[src/rtl/master_pin_change_ctrl_pkg.sv]
// Shared types and PIN helpers for the master-PIN change sequencer.
// Blank keypad digits count as zero wherever a PIN is compared or staged.
package master_pin_change_ctrl_pkg;

    typedef struct packed {
        logic       status;
        logic [3:0] digit1;
        logic [3:0] digit2;
        logic [3:0] digit3;
        logic [3:0] digit4;
    } pinPac_t;

    localparam logic [3:0] BLANK_DIGIT = 4'b1110;

    typedef enum logic [2:0] {
        ST_IDLE      = 3'd0,
        ST_AUTH      = 3'd1,
        ST_ENTER_NEW = 3'd2,
        ST_CONFIRM   = 3'd3,
        ST_COMMIT    = 3'd4,
        ST_RELEASE   = 3'd5,
        ST_LOCKOUT   = 3'd6
    } state_t;

    function automatic logic [3:0] normalise(input logic [3:0] d);
        return (d == BLANK_DIGIT) ? 4'd0 : d;
    endfunction

    function automatic pinPac_t normalise_pin(input pinPac_t p);
        pinPac_t r;
        r.status = p.status;
        r.digit1 = normalise(p.digit1);
        r.digit2 = normalise(p.digit2);
        r.digit3 = normalise(p.digit3);
        r.digit4 = normalise(p.digit4);
        return r;
    endfunction

    function automatic logic pin_equal(input pinPac_t a, input pinPac_t b);
        pinPac_t na;
        pinPac_t nb;
        na = normalise_pin(a);
        nb = normalise_pin(b);
        return {na.digit1, na.digit2, na.digit3, na.digit4} ==
               {nb.digit1, nb.digit2, nb.digit3, nb.digit4};
    endfunction

    function automatic logic pin_is_zero(input pinPac_t p);
        pinPac_t n;
        n = normalise_pin(p);
        return {n.digit1, n.digit2, n.digit3, n.digit4} == 16'h0000;
    endfunction

endpackage

[src/rtl/master_pin_change_ctrl_pin_timer.sv]
// Loadable up-counter with clear, enable and terminal-count compare.
// Holds at the terminal value so it can never wrap.
module pin_timer #(
    parameter int W = 14
) (
    input  logic         clk,
    input  logic         rst,
    input  logic         i_clear,
    input  logic         i_enable,
    input  logic         i_load,
    input  logic [W-1:0] i_load_val,
    input  logic [W-1:0] i_terminal,
    output logic         o_tc
);

    logic [W-1:0] r_count;

    always_ff @(posedge clk) begin
        if (rst || i_clear) begin
            r_count <= '0;
        end else if (i_load) begin
            r_count <= i_load_val;
        end else if (i_enable && (r_count != i_terminal)) begin
            r_count <= r_count + 1'b1;
        end
    end

    assign o_tc = (r_count == i_terminal);

endmodule

[src/rtl/master_pin_change_ctrl.sv]
// Master-PIN change sequencer: authenticate, enter, confirm, then commit
// through the updater's enable/done handshake, with timeout and lockout.
module master_pin_change_ctrl
    import master_pin_change_ctrl_pkg::*;
#(
    parameter int TIMEOUT_CYCLES = 5000,
    parameter int MAX_ATTEMPTS   = 3,
    parameter int LOCKOUT_CYCLES = 10000
) (
    input  logic       clk,
    input  logic       rst,
    input  logic       setup_req,
    input  pinPac_t    pin_in,
    input  pinPac_t    master_pin,
    input  logic       upd_done,
    output logic       upd_enable,
    output pinPac_t    upd_pin,
    output logic       busy,
    output logic       done,
    output logic       fail,
    output logic       locked,
    output logic [2:0] state_o
);

    localparam int TMAX = (TIMEOUT_CYCLES > LOCKOUT_CYCLES) ? TIMEOUT_CYCLES : LOCKOUT_CYCLES;
    localparam int TW   = $clog2(TMAX + 1);
    localparam int AW   = $clog2(MAX_ATTEMPTS + 1);

    // Terminal counts are one below the limit so the state occupies exactly N cycles.
    localparam logic [TW-1:0] TIMEOUT_TC = TW'(TIMEOUT_CYCLES - 1);
    localparam logic [TW-1:0] LOCKOUT_TC = TW'(LOCKOUT_CYCLES - 1);
    localparam logic [AW-1:0] ATT_LIMIT  = AW'(MAX_ATTEMPTS);
    localparam logic [AW-1:0] ATT_LAST   = AW'(MAX_ATTEMPTS - 1);

    state_t        r_state;
    state_t        w_next;
    logic [AW-1:0] r_attempts;
    logic [AW-1:0] w_attempts;
    pinPac_t       r_staged;
    pinPac_t       w_staged;
    pinPac_t       w_commit_pin;
    logic          r_via_done;
    logic          w_via_done;
    logic          w_fail;
    logic          w_done;

    logic          w_entry;
    logic          w_tc;
    logic          w_timer_clear;
    logic          w_timer_en;
    logic [TW-1:0] w_terminal;

    logic          r_upd_enable;
    pinPac_t       r_upd_pin;
    logic          r_busy;
    logic          r_done;
    logic          r_fail;
    logic          r_locked;

    assign w_entry       = pin_in.status && (r_state != ST_LOCKOUT);
    assign w_timer_en    = (r_state != ST_IDLE) && (r_state != ST_RELEASE);
    assign w_terminal    = (r_state == ST_LOCKOUT) ? LOCKOUT_TC : TIMEOUT_TC;
    assign w_timer_clear = (w_next != r_state) || w_entry;

    pin_timer #(
        .W (TW)
    ) u_timer (
        .clk        (clk),
        .rst        (rst),
        .i_clear    (w_timer_clear),
        .i_enable   (w_timer_en),
        .i_load     (1'b0),
        .i_load_val ('0),
        .i_terminal (w_terminal),
        .o_tc       (w_tc)
    );

    always_comb begin
        w_next     = r_state;
        w_attempts = r_attempts;
        w_staged   = r_staged;
        w_via_done = r_via_done;
        w_fail     = 1'b0;
        w_done     = 1'b0;

        case (r_state)
            ST_IDLE: begin
                if (setup_req) w_next = ST_AUTH;
            end
            ST_AUTH: begin
                if (pin_in.status) begin
                    if (pin_equal(pin_in, master_pin)) begin
                        w_next     = ST_ENTER_NEW;
                        w_attempts = '0;
                    end else begin
                        w_fail = 1'b1;
                        if (r_attempts >= ATT_LAST) begin
                            w_attempts = ATT_LIMIT;
                            w_next     = ST_LOCKOUT;
                        end else begin
                            w_attempts = r_attempts + 1'b1;
                        end
                    end
                end else if (w_tc) begin
                    w_fail = 1'b1;
                    w_next = ST_IDLE;
                end
            end
            ST_ENTER_NEW: begin
                if (pin_in.status) begin
                    if (pin_is_zero(pin_in)) begin
                        w_fail = 1'b1;
                    end else begin
                        w_staged        = normalise_pin(pin_in);
                        w_staged.status = 1'b0;
                        w_next          = ST_CONFIRM;
                    end
                end else if (w_tc) begin
                    w_fail = 1'b1;
                    w_next = ST_IDLE;
                end
            end
            ST_CONFIRM: begin
                if (pin_in.status) begin
                    if (pin_equal(pin_in, r_staged)) begin
                        w_next = ST_COMMIT;
                    end else begin
                        w_fail   = 1'b1;
                        w_staged = '0;
                        w_next   = ST_ENTER_NEW;
                    end
                end else if (w_tc) begin
                    w_fail = 1'b1;
                    w_next = ST_IDLE;
                end
            end
            ST_COMMIT: begin
                if (upd_done) begin
                    w_via_done = 1'b1;
                    w_next     = ST_RELEASE;
                end else if (w_tc && !pin_in.status) begin
                    w_fail     = 1'b1;
                    w_via_done = 1'b0;
                    w_next     = ST_RELEASE;
                end
            end
            ST_RELEASE: begin
                w_done = r_via_done;
                w_next = ST_IDLE;
            end
            ST_LOCKOUT: begin
                if (w_tc) begin
                    w_attempts = '0;
                    w_next     = ST_IDLE;
                end
            end
            default: w_next = ST_IDLE;
        endcase

        // Nothing staged survives a return to IDLE, whatever the route.
        if (w_next == ST_IDLE) begin
            w_staged   = '0;
            w_via_done = 1'b0;
        end

        w_commit_pin        = w_staged;
        w_commit_pin.status = 1'b1;
    end

    always_ff @(posedge clk) begin
        if (rst) begin
            r_state      <= ST_IDLE;
            r_attempts   <= '0;
            r_staged     <= '0;
            r_via_done   <= 1'b0;
            r_upd_enable <= 1'b0;
            r_upd_pin    <= '0;
            r_busy       <= 1'b0;
            r_done       <= 1'b0;
            r_fail       <= 1'b0;
            r_locked     <= 1'b0;
        end else begin
            r_state      <= w_next;
            r_attempts   <= w_attempts;
            r_staged     <= w_staged;
            r_via_done   <= w_via_done;
            r_upd_enable <= (w_next == ST_COMMIT);
            r_upd_pin    <= (w_next == ST_COMMIT) ? w_commit_pin : '0;
            r_busy       <= (w_next != ST_IDLE);
            r_done       <= w_done;
            r_fail       <= w_fail;
            r_locked     <= (w_next == ST_LOCKOUT);
        end
    end

    assign upd_enable = r_upd_enable;
    assign upd_pin    = r_upd_pin;
    assign busy       = r_busy;
    assign done       = r_done;
    assign fail       = r_fail;
    assign locked     = r_locked;
    assign state_o    = r_state;

endmodule

[config.mk]
export PLATFORM = sky130hd
export DESIGN_NAME = master_pin_change_ctrl
export DESIGN_NICKNAME = d
export VERILOG_FILES = /design/src/rtl/master_pin_change_ctrl_pkg.sv /design/src/rtl/master_pin_change_ctrl_pin_timer.sv /design/src/rtl/master_pin_change_ctrl.sv
export SDC_FILE = /design/constraint.sdc
export NUM_CORES = 1
export LEC_CHECK = 0
export CORE_ASPECT_RATIO = 0.9
export CORE_MARGIN = 5
export CORE_UTILIZATION = 57
export DETAILED_ROUTE_END_ITERATION = 8
export PLACE_DENSITY = 0.86
export SYNTH_ARGS = -nofsm -noshare
export SYNTH_HDL_FRONTEND = slang
export SYNTH_SLANG_ARGS = --single-unit
[constraint.sdc]
create_clock -name clk -period 8.5 [get_ports clk]
set_clock_uncertainty 0.15 [all_clocks]
set_input_delay 1.7 -clock clk [delete_from_list [all_inputs] [get_ports clk]]
set_output_delay 1.7 -clock clk [all_outputs]
set_load 0.01 [all_outputs]
==> flow_metrics.py, run 1 <==
metrics = {
    "outcome": {
        "status": "complete, no violations",
    },
    "floorplan": {
        "dieArea_um2": 7784,
        "die_w_um": 92.45,
        "io_pins": 63,
        "initial_core_util_pct": 57.67,
        "rows": 27,
        "core_um2": 6047,
        "die_y_um": 84.20,
    },
    "synthesis": {
        "yosys-top-cells-area": "dfxtp_1 (33%), nor3_1 (6.5%), xor2_1 (4.3%), nand3b_1 (3.4%), mux2i_1 (3.2%)",
        "synth-seq-cells": 57,
        "synth_top_area_cell": "dfxtp_1",
        "synth_edf_count": 0,
        "synthTopCellsByCount": "dfxtp_1 (57), nor3_1 (45), inv_1 (25), nor2_1 (23), nand2_1 (20)",
        "synth.most_common_cell": "dfxtp_1",
        "syn_inst": 420,
        "yosys_warnings": 0,
        "synthFlopType": "dfxtp_1",
        "synthArstFlopShare_pct": 0,
        "syn_nets": 459,
        "synth_top_area_share_pct": 32.72,
        "netlist_area_um2": 3487,
        "synth.avg_cell_area_um2": 8.303,
        "yosysSeqAreaShare_pct": 32.72,
        "synth_cell_types": 65,
    },
    "sta": {
        "fmax_ghz": 0.1722,
        "timing.final.crit_share_pct": 68.30,
        "max_slew.worst_pin.slew_ps": 1182,
        "slew_headroom_pct": 20.93,
        "fin_crit_ps": 5806,
        "hold_viol": 0,
        "fin_setup_tns_ps": 0,
        "setup_viol": 0,
        "rsz0062_at_grt": "no",
        "slew_violations": 0,
    },
    "routing": {
        "drcViolationCount": 0,
        "detail_route.iter0.violations": 195,
        "ant_nets": 0,
        "vias": 3443,
        "avgRoutedWirePerCell_um": 16.71,
        "routed_wirelength_um": 9125,
        "first_pass_iters": 6,
        "viasPerCell": 6.306,
    },
    "global_route": {
        "overflow": 0,
        "antenna_found_initial": 0,
        "grt_pass1_vias": 3132,
        "grt_max_degree": 32,
        "grtUsageTotal_pct": 23.61,
        "grt_first_pass_wirelength_um": 14950,
    },
    "worst_setup_path": {
        "crit_path_end_kind": "register",
        "critPathRequiredTime_ps": 8530,
        "critPathTopFamily": "compound AO/OA/AOI/OAI gates",
        "startpoint_type": "input pin",
        "rr_startpoint": "state_o[1]$_SDFF_PP0_",
        "slowest_stage": "o41ai_4",
        "worst-endpoint-arrival_ps": 5830,
        "worst-setup-path-type": "in2reg",
        "r2r-end": "upd_pin[4]$_SDFF_PP0_",
        "crit_path_frequent_cell": "nand4_1",
        "rrSetupSlack_ps": 4660,
        "crit_fanout": 21,
        "crit_buf_inv": 1,
        "crit_chain": "clkdlybuf4s50_1 > or4_1 > a221oi_1 > nand4_1 > nand4_1 > o311a_1 > o31ai_1 > o41ai_4 > nor2_1",
        "reg2regPathDepth": 7,
        "crit_path_max_incr_delay_ps": 1100,
    },
    "run": {
        "maxCapViolations": 0,
    },
    "placement": {
        "gp_congestion": 0.8700,
        "dp_hpwl_um": 6705,
        "io_buffers": 61,
    },
    "min_path": {
        "hold_class": "reg2reg",
        "whs_path_depth": 2,
        "min_to": "done$_SDFF_PP0_",
        "hp-start": "r_via_done$_SDFFE_PP0P_",
    },
    "cells_and_area": {
        "area_delta_synth_final_pct": 23.54,
        "diodes": 0,
        "drive_gt1_share_pct": 5.696,
        "final_util_pct": 71.24,
        "layout.nets": 508,
    },
    "power": {
        "vdd_drop_max_v": 0.0001237,
        "pwr_density_cell_nw_per_um2": 148.7,
        "p_total_mw": 0.6407,
        "p_leak_nw": 1.598,
    },
    "clock_tree": {
        "post_cts_buffers": 0,
        "clockBufferDepth": 2,
        "post_cts_resized": 0,
        "clock_latency_ps": 340,
        "cts_tree": "yes",
        "cts.hold.buffers_added": 0,
        "htree_levels": 3,
        "clk_pin_slew_worst_paths_ps": 70,
        "cts_made_buffers": 9,
        "clock-sinks": 57,
        "root_buffer": "clkbuf_8",
    },
}
==> layout by cell type (no fill, tap or decap), types with 6 or more instances in the layout <==
cell type         n
dfxtp_1          57
nand2_1          20
nor2_1           23
xor2_1           17
clkbuf_8         11
xnor2_1           8
nand3_1          12
nand3b_1         16
clkdlybuf4s50_1  61
and3b_1          12
o21ai_0          15
inv_1            25
nor3_1           45
nor4_1            8
a22oi_1           6
mux2i_1          11
nand4_1          10
a21oi_1          15
o211ai_1         10
==> power breakdown <==
part           internal [mW]  switching (mW)  total (mW)  leakage (nW)
logic                 0.0377          0.0437      0.0814          1.02
clock network          0.180           0.108       0.288         0.115
registers              0.269         0.00216       0.271         0.460
==> routing by layer <==
metal  routed length (µm)  share of wire [%]  vias up  GRT usage (%)
met3                  622                6.8       10          7.168
met4                   95                1.0        0          4.723
met2                 4456                 49      120          39.00
li1                     -                  -     1680              -
met5                    0                  0        -              0
met1                 3950                 43     1633          30.63
==> how the worst max path moves through the flow <==
stage	depth (start not counted)	slack (ps)	start	endpoint
floorplan	10	4120	pin_in[12]	r_staged[12]$_SDFF_PP0_
global placement	9	2480	pin_in[4]	r_staged[1]$_SDFF_PP0_
detailed placement	9	2410	pin_in[4]	r_staged[0]$_SDFF_PP0_
CTS	9	2730	pin_in[4]	r_staged[0]$_SDFF_PP0_
global route	9	2450	pin_in[8]	r_staged[4]$_SDFF_PP0_
finish	9	2690	pin_in[8]	r_staged[0]$_SDFF_PP0_
==> stage by stage <==
stage / instances / cell area [µm²] / worst slack [ps] / hold WS (ps)
6_report: 546 / 4308 / 2694 / 309.7
5_1_grt: 546 / 4308 / 2449 / 336.0
4_1_cts: 546 / 4308 / 2732 / 310.3
3_5_place_dp: 530 / 4079 / 2409 / 301.0
3_3_place_gp: 530 / 4079 / 2475 / 297.9
2_1_floorplan: 420 / 3487 / 4117 / 275.1
==> cell type report <==
class                   count  area [µm²]
clock inverters             5       77.57
inverters                  26       97.59
multi-input cells         314        2140
flip-flops and latches     57        1141
clock buffers              11       151.4
repair buffers             61       610.6
fillers                   490        1739
well taps                  72       90.09
==> worst register-to-register path: cells and delay by family (launching register included) <==
| family | cells | cell delay [ps] |
|---|---|---|
| AO/OA/AOI/OAI | 2 | 620 |
| AND/OR/NAND/NOR | 4 | 1960 |
| flip-flops | 1 | 620 |
| buffers and inverters | 1 | 330 |
==> registers in the layout, indices dropped and copies added (netlist names) <==
signal           cells
r_staged            16
upd_pin             16
u_timer.r_count     14
state_o              3
r_attempts           2
busy                 1
done                 1
fail                 1
locked               1
r_via_done           1
upd_enable           1
==> kinds of logic (layout without fill, tap and decap cells) <==
family / count (synthesis) / in the layout / synth area share [%]
and+or+nand+nor: 184 / 184 / 30.86
AOI/OAI and AO/OA: 89 / 89 / 19.34
buffers and inverters: 49 / 103 / 5.992
xor gates and xnor gates: 25 / 25 / 6.279
adders and majority gates: 1 / 1 / 0.3588
muxes: 15 / 15 / 4.449
DFF: 57 / 57 / 32.72
No activity file was read; power rests on OpenSTA's default activity.
==> run 2, diff against run 1 <==
CORE_UTILIZATION = 53   (was 57)
PLACE_DENSITY = 0.81   (was 0.86)
clock period = 5.9 ns   (was 8.5 ns; I/O delays follow)
==> run 2 against run 1 <==
Net effect:
- routed wire length shrank 2.5%
- die area grew 6.7%
- flip-flop and latch count is the same
- largest cell class unchanged
- global-route usage shrank 1.0 points
- clock power grew 55%
- utilization shrank 3.7 points
- worst setup slack lost 1500 ps
- final cell count grew 4.0%
- critical path type unchanged
- clock-buffer cell count is the same
- design area grew 1.6%
==> flow_metrics.py, run 2 (synthesis gave the netlist of run 1 again) <==
metrics = {
    "placement": {
        "postPlaceCellArea_um2": 4131,
        "dp_hpwl_um": 6712,
        "io_buffers": 61,
        "dp_worst_setup_slack_ps": 824.0,
        "gp_congestion": 0.8903,
    },
    "worst_setup_path": {
        "critPathTopFamily": "simple AND/OR/NAND/NOR gates",
        "crit_path_frequent_cell": "nand4_1",
        "worst-setup-path-type": "in2reg",
        "crit_chain": "clkdlybuf4s50_1 > or4_1 > a221oi_1 > nand4_1 > nand4_1 > buf_4 > o311a_1 > o31ai_1 > nand4bb_1 > nor3_1",
        "slowest_stage": "nand4bb_1",
        "crit_path_max_incr_delay_ps": 760,
        "worst-endpoint-arrival_ps": 4820,
        "crit_buf_inv": 2,
        "crit_fanout": 21,
        "startpoint_type": "input pin",
        "critPathRequiredTime_ps": 5980,
        "crit_path_end_kind": "register",
    },
    "power": {
        "p_leak_nw": 1.621,
        "internal-power_mw": 0.7345,
        "pwr_density_cell_nw_per_um2": 218.1,
        "switching_share_pct": 23.02,
        "combPwrFrac_pct": 12.3,
        "vdd_drop_max_v": 0.0002106,
        "clock_power_share_pct": 46.7,
        "p_seq_share_pct": 40.9,
        "p_switching_mw": 0.2196,
    },
    "cells_and_area": {
        "multi_input_area_um2": 2140,
        "diodes": 0,
        "drive_gt1_share_pct": 6.276,
        "final_cell_mix": "clkdlybuf4s50_1 (61), dfxtp_1 (57), nor3_1 (45)",
        "layout.nets": 512,
        "seq_area_um2": 1141,
        "final_common_cell": "clkdlybuf4s50_1",
        "fillCellCount": 541,
        "fin_area_um2": 4375,
        "area_delta_synth_final_pct": 25.48,
        "final_util_pct": 67.51,
    },
    "global_route": {
        "grt_first_pass_wirelength_um": 14930,
        "grtUsageTotal_pct": 22.60,
        "grt_pass1_vias": 3154,
        "antenna_found_initial": 0,
        "overflow": 0,
        "grt_max_degree": 32,
    },
    "sta": {
        "rsz0062_at_grt": "no",
        "setup_viol": 0,
        "fmax_ghz": 0.2106,
        "slew_violations": 0,
        "hold_viol": 0,
        "slew_headroom_pct": 43.65,
        "whs_ps": 326.6,
        "fin_crit_ps": 4747,
        "fin_setup_tns_ps": 0,
        "max_slew.worst_pin.slew_ps": 845.2,
        "worst_slack_ps": 1153,
        "timing.final.crit_share_pct": 80.46,
    },
    "clock_tree": {
        "post_cts_resized": 0,
        "htree_levels": 3,
        "clock-sinks": 57,
        "cts.hold.buffers_added": 0,
        "clock_latency_ps": 330,
        "cts_tree": "yes",
        "post_cts_buffers": 0,
        "root_buffer": "clkbuf_8",
        "clockBufferDepth": 2,
        "cts_made_buffers": 9,
        "clk_pin_slew_worst_paths_ps": 70,
    },
    "routing": {
        "routed_wirelength_um": 8893,
        "vias": 3378,
        "avgRoutedWirePerCell_um": 15.66,
        "first_pass_iters": 5,
        "viasPerCell": 5.947,
        "detail_route.iter0.violations": 193,
        "ant_nets": 0,
        "drcViolationCount": 0,
    },
    "floorplan": {
        "dieArea_um2": 8304,
        "rows": 28,
        "die_y_um": 86.95,
        "initial_core_util_pct": 53.80,
        "core_um2": 6481,
        "io_pins": 63,
        "die_w_um": 95.50,
    },
    "run": {
        "maxCapViolations": 0,
    },
    "min_path": {
        "hold_class": "reg2reg",
    },
    "outcome": {
        "status": "complete, no violations",
    },
}
[run 2: cell count changes in the layout (fill, tap and decap cells not counted), sizes merged]
cell	before	now
clkinv	3	2
bufinv	2	3
buf	0	4
[run 2: path summary, 6_finish.rpt]
check                               end                       start  cells after the start  slack [ps]
max               upd_pin[3]$_SDFF_PP0_                   pin_in[8]                     10        1150
min          r_attempts[0]$_SDFFE_PP0P_  r_attempts[0]$_SDFFE_PP0P_                      2         330
max reg2reg       upd_pin[3]$_SDFF_PP0_     r_staged[12]$_SDFF_PP0_                      8        2310
min reg2reg  r_attempts[0]$_SDFFE_PP0P_  r_attempts[0]$_SDFFE_PP0P_                      2         330
[run 2: power groups by stage]
stage | registers (mW) | clock network [mW] | logic (mW)
6_report | 0.390 | 0.446 | 0.118
4_1_cts | 0.390 | 0.450 | 0.117
2_1_floorplan | 0.399 | 0 | 0.0671
5_1_grt | 0.390 | 0.474 | 0.128
3_5_place_dp | 0.399 | 0 | 0.116
3_3_place_gp | 0.399 | 0 | 0.114
[run 2: layout make-up]
class / instances / area share [%]
well taps: 90 / 2.574
clock inverters: 5 / 2.345
clock buffers: 11 / 3.231
inverters: 26 / 2.230
multi-input cells: 314 / 48.90
repair buffers: 65 / 14.64
flip-flops and latches: 57 / 26.08
[run 2: metal layers]
layer | track usage, % | share of wire [%] | vias up
li1 | - | - | 1680
met1 | 30.70 | 47 | 1590
met2 | 36.36 | 48 | 97
met3 | 5.532 | 4.5 | 11
met4 | 5.039 | 1.0 | 0
met5 | 0 | 0 | -
[run 2: worst min-delay path, stage by stage, from the launching register on]
cell and delay, ps:
dfxtp_1 320, nand2_1 60, a21oi_1 50
[run 2: through the flow]
step	cells	power, mW
global placement	552	0.5125
detailed placement	552	0.5154
CTS	568	0.9573
global route	568	0.9925
finish	568	0.9541
floorplan	420	0.4663
==> run 3, diff against run 2 <==
clock period = 4.5 ns   (was 5.9 ns; I/O delays follow)
==> run 3 against run 2 <==
Net effect:
- final cell count is 1.1% higher
- combinational power up 34%
- worst hold slack worse by 15 ps
- routed wire length is 2.4% higher
- critical path depth unchanged
- die area unchanged
- worst setup slack got worse by 530 ps
- design area rose by 0.63%
- non-clock buffer count increased by 6
- flip-flop and latch count did not move
==> flow_metrics.py, run 3 (synthesis gave the netlist of run 1 again) <==
metrics = {
    "global_route": {
        "grt_max_degree": 21,
        "grtUsageTotal_pct": 23.57,
        "grt_first_pass_wirelength_um": 15430,
        "antenna_found_initial": 0,
        "overflow": 0,
        "grt_pass1_vias": 3237,
    },
    "floorplan": {
        "io_pins": 63,
        "die_y_um": 86.95,
        "core_um2": 6481,
        "initial_core_util_pct": 53.80,
        "rows": 28,
        "die_w_um": 95.50,
        "dieArea_um2": 8304,
    },
    "routing": {
        "detail_route.iter0.violations": 227,
        "first_pass_iters": 4,
        "avgRoutedWirePerCell_um": 15.87,
        "ant_nets": 0,
        "viasPerCell": 5.871,
        "vias": 3370,
        "drcViolationCount": 0,
        "routed_wirelength_um": 9110,
    },
    "power": {
        "clock_power_share_pct": 44.4,
        "p_switching_mw": 0.3055,
        "switching_share_pct": 25.36,
        "pwr_density_cell_nw_per_um2": 273.5,
        "vdd_drop_max_v": 0.0003890,
        "p_seq_share_pct": 42.5,
        "combPwrFrac_pct": 13.1,
        "p_leak_nw": 1.640,
        "p_total_mw": 1.204,
        "internal-power_mw": 0.8989,
    },
    "min_path": {
        "hold_class": "reg2reg",
        "min_to": "done$_SDFF_PP0_",
        "hp-start": "r_via_done$_SDFFE_PP0P_",
        "whs_path_depth": 2,
    },
    "sta": {
        "rsz0062_at_grt": "no",
        "setup_viol": 0,
        "worst_slack_ps": 626.7,
        "max_slew.worst_pin.slew_ps": 826.0,
        "slew_violations": 0,
        "timing.final.crit_share_pct": 86.07,
        "fin_setup_tns_ps": 0,
        "slew_headroom_pct": 44.68,
        "hold_viol": 0,
        "fin_crit_ps": 3873,
        "fmax_ghz": 0.2582,
    },
    "worst_setup_path": {
        "worst-setup-path-type": "in2reg",
        "crit_chain": "clkdlybuf4s50_1 > nand3b_1 > o211a_1 > or4b_1 > nor4_1 > and4b_2 > a31oi_4 > o41ai_4 > buf_4 > nor3_1",
        "critPathTopFamily": "simple AND/OR/NAND/NOR gates",
        "r2r-end": "r_staged[6]$_SDFF_PP0_",
        "reg2regPathDepth": 9,
        "slowest_stage": "clkdlybuf4s50_1",
        "worst-endpoint-arrival_ps": 3910,
        "crit_path_max_incr_delay_ps": 600,
        "crit_path_end_kind": "register",
        "rrSetupSlack_ps": 1320,
        "rr_startpoint": "r_staged[12]$_SDFF_PP0_",
        "startpoint": "pin_in[13]",
        "crit_buf_inv": 2,
        "crit_fanout": 18,
        "startpoint_type": "input pin",
        "critPathRequiredTime_ps": 4540,
    },
    "cells_and_area": {
        "final_common_cell": "clkdlybuf4s50_1",
        "diodes": 0,
        "area_delta_synth_final_pct": 26.26,
        "final_cell_mix": "clkdlybuf4s50_1 (61), dfxtp_1 (57), nor3_1 (45)",
        "layout.nets": 518,
        "drive_gt1_share_pct": 7.645,
        "fillCellCount": 531,
    },
    "clock_tree": {
        "post_cts_buffers": 0,
        "post_cts_resized": 0,
        "clock-sinks": 57,
        "cts_made_buffers": 9,
        "clock_latency_ps": 340,
        "htree_levels": 3,
        "clockBufferDepth": 2,
        "root_buffer": "clkbuf_8",
        "cts_tree": "yes",
        "cts.hold.buffers_added": 0,
        "clk_pin_slew_worst_paths_ps": 70,
    },
    "placement": {
        "gp_congestion": 0.9036,
        "dp_hpwl_um": 6756,
        "dp_worst_setup_slack_ps": 297.8,
        "io_buffers": 61,
    },
    "outcome": {
        "status": "complete, no violations",
    },
    "run": {
        "maxCapViolations": 0,
    },
}
[run 3: metal layers]
metal  share of wire, %  vias to the layer above  GRT usage [%]  wire (µm)
met2                 48                      107          38.53       4417
li1                   -                     1686              -          -
met5                  0                        -              0          0
met3                6.3                       14          6.223        574
met1                 44                     1563          30.83       4030
met4               0.94                        0          6.202         86
[run 3: through the flow]
| stage | std cells | area (µm²) | utilization, % | hold slack, ps |
|---|---|---|---|---|
| CTS | 574 | 4403 | 67.93 | 309.4 |
| finish | 574 | 4403 | 67.93 | 311.1 |
| detailed placement | 558 | 4177 | 64.44 | 298.5 |
| global placement | 558 | 4177 | 64.44 | 295.4 |
| floorplan | 420 | 3487 | - | 275.1 |
| global route | 574 | 4403 | 67.93 | 340.6 |
[run 3: worst min-delay path, stage by stage, from the launching register on]
cell	delay (ps)
dfxtp_1	320
nand4_1	70
nor2_1	40
[run 3: layout make-up]
class,instances,area (µm²),share of cell area [%]
Tap cell,90,112.6,2.558
Timing Repair Buffer,71,685.7,15.57
Clock inverter,7,102.6,2.330
Sequential cell,57,1141,25.92
Multi-Input combinational cell,314,2140,48.59
Clock buffer,9,123.9,2.813
Inverter,26,97.59,2.217
[run 3: power by group through the flow]
stage                     Combinational, mW  Clock (mW)  Sequential [mW]
after global routing                  0.172       0.573            0.512
after global placement                0.152           0            0.523
after CTS                             0.157       0.543            0.512
final                                 0.158       0.535            0.512
after floorplan                      0.0879           0            0.523
after detailed placement              0.156           0            0.523
[run 3: worst max-delay path by stage]
stage | cells past startpoint | slack [ps] | to
finish | 10 | 630 | r_staged[6]$_SDFF_PP0_
global route | 10 | 440 | r_staged[6]$_SDFF_PP0_
CTS | 10 | 650 | r_staged[6]$_SDFF_PP0_
detailed placement | 10 | 300 | r_staged[6]$_SDFF_PP0_
global placement | 10 | 350 | r_staged[11]$_SDFF_PP0_
floorplan | 10 | 920 | r_staged[12]$_SDFF_PP0_
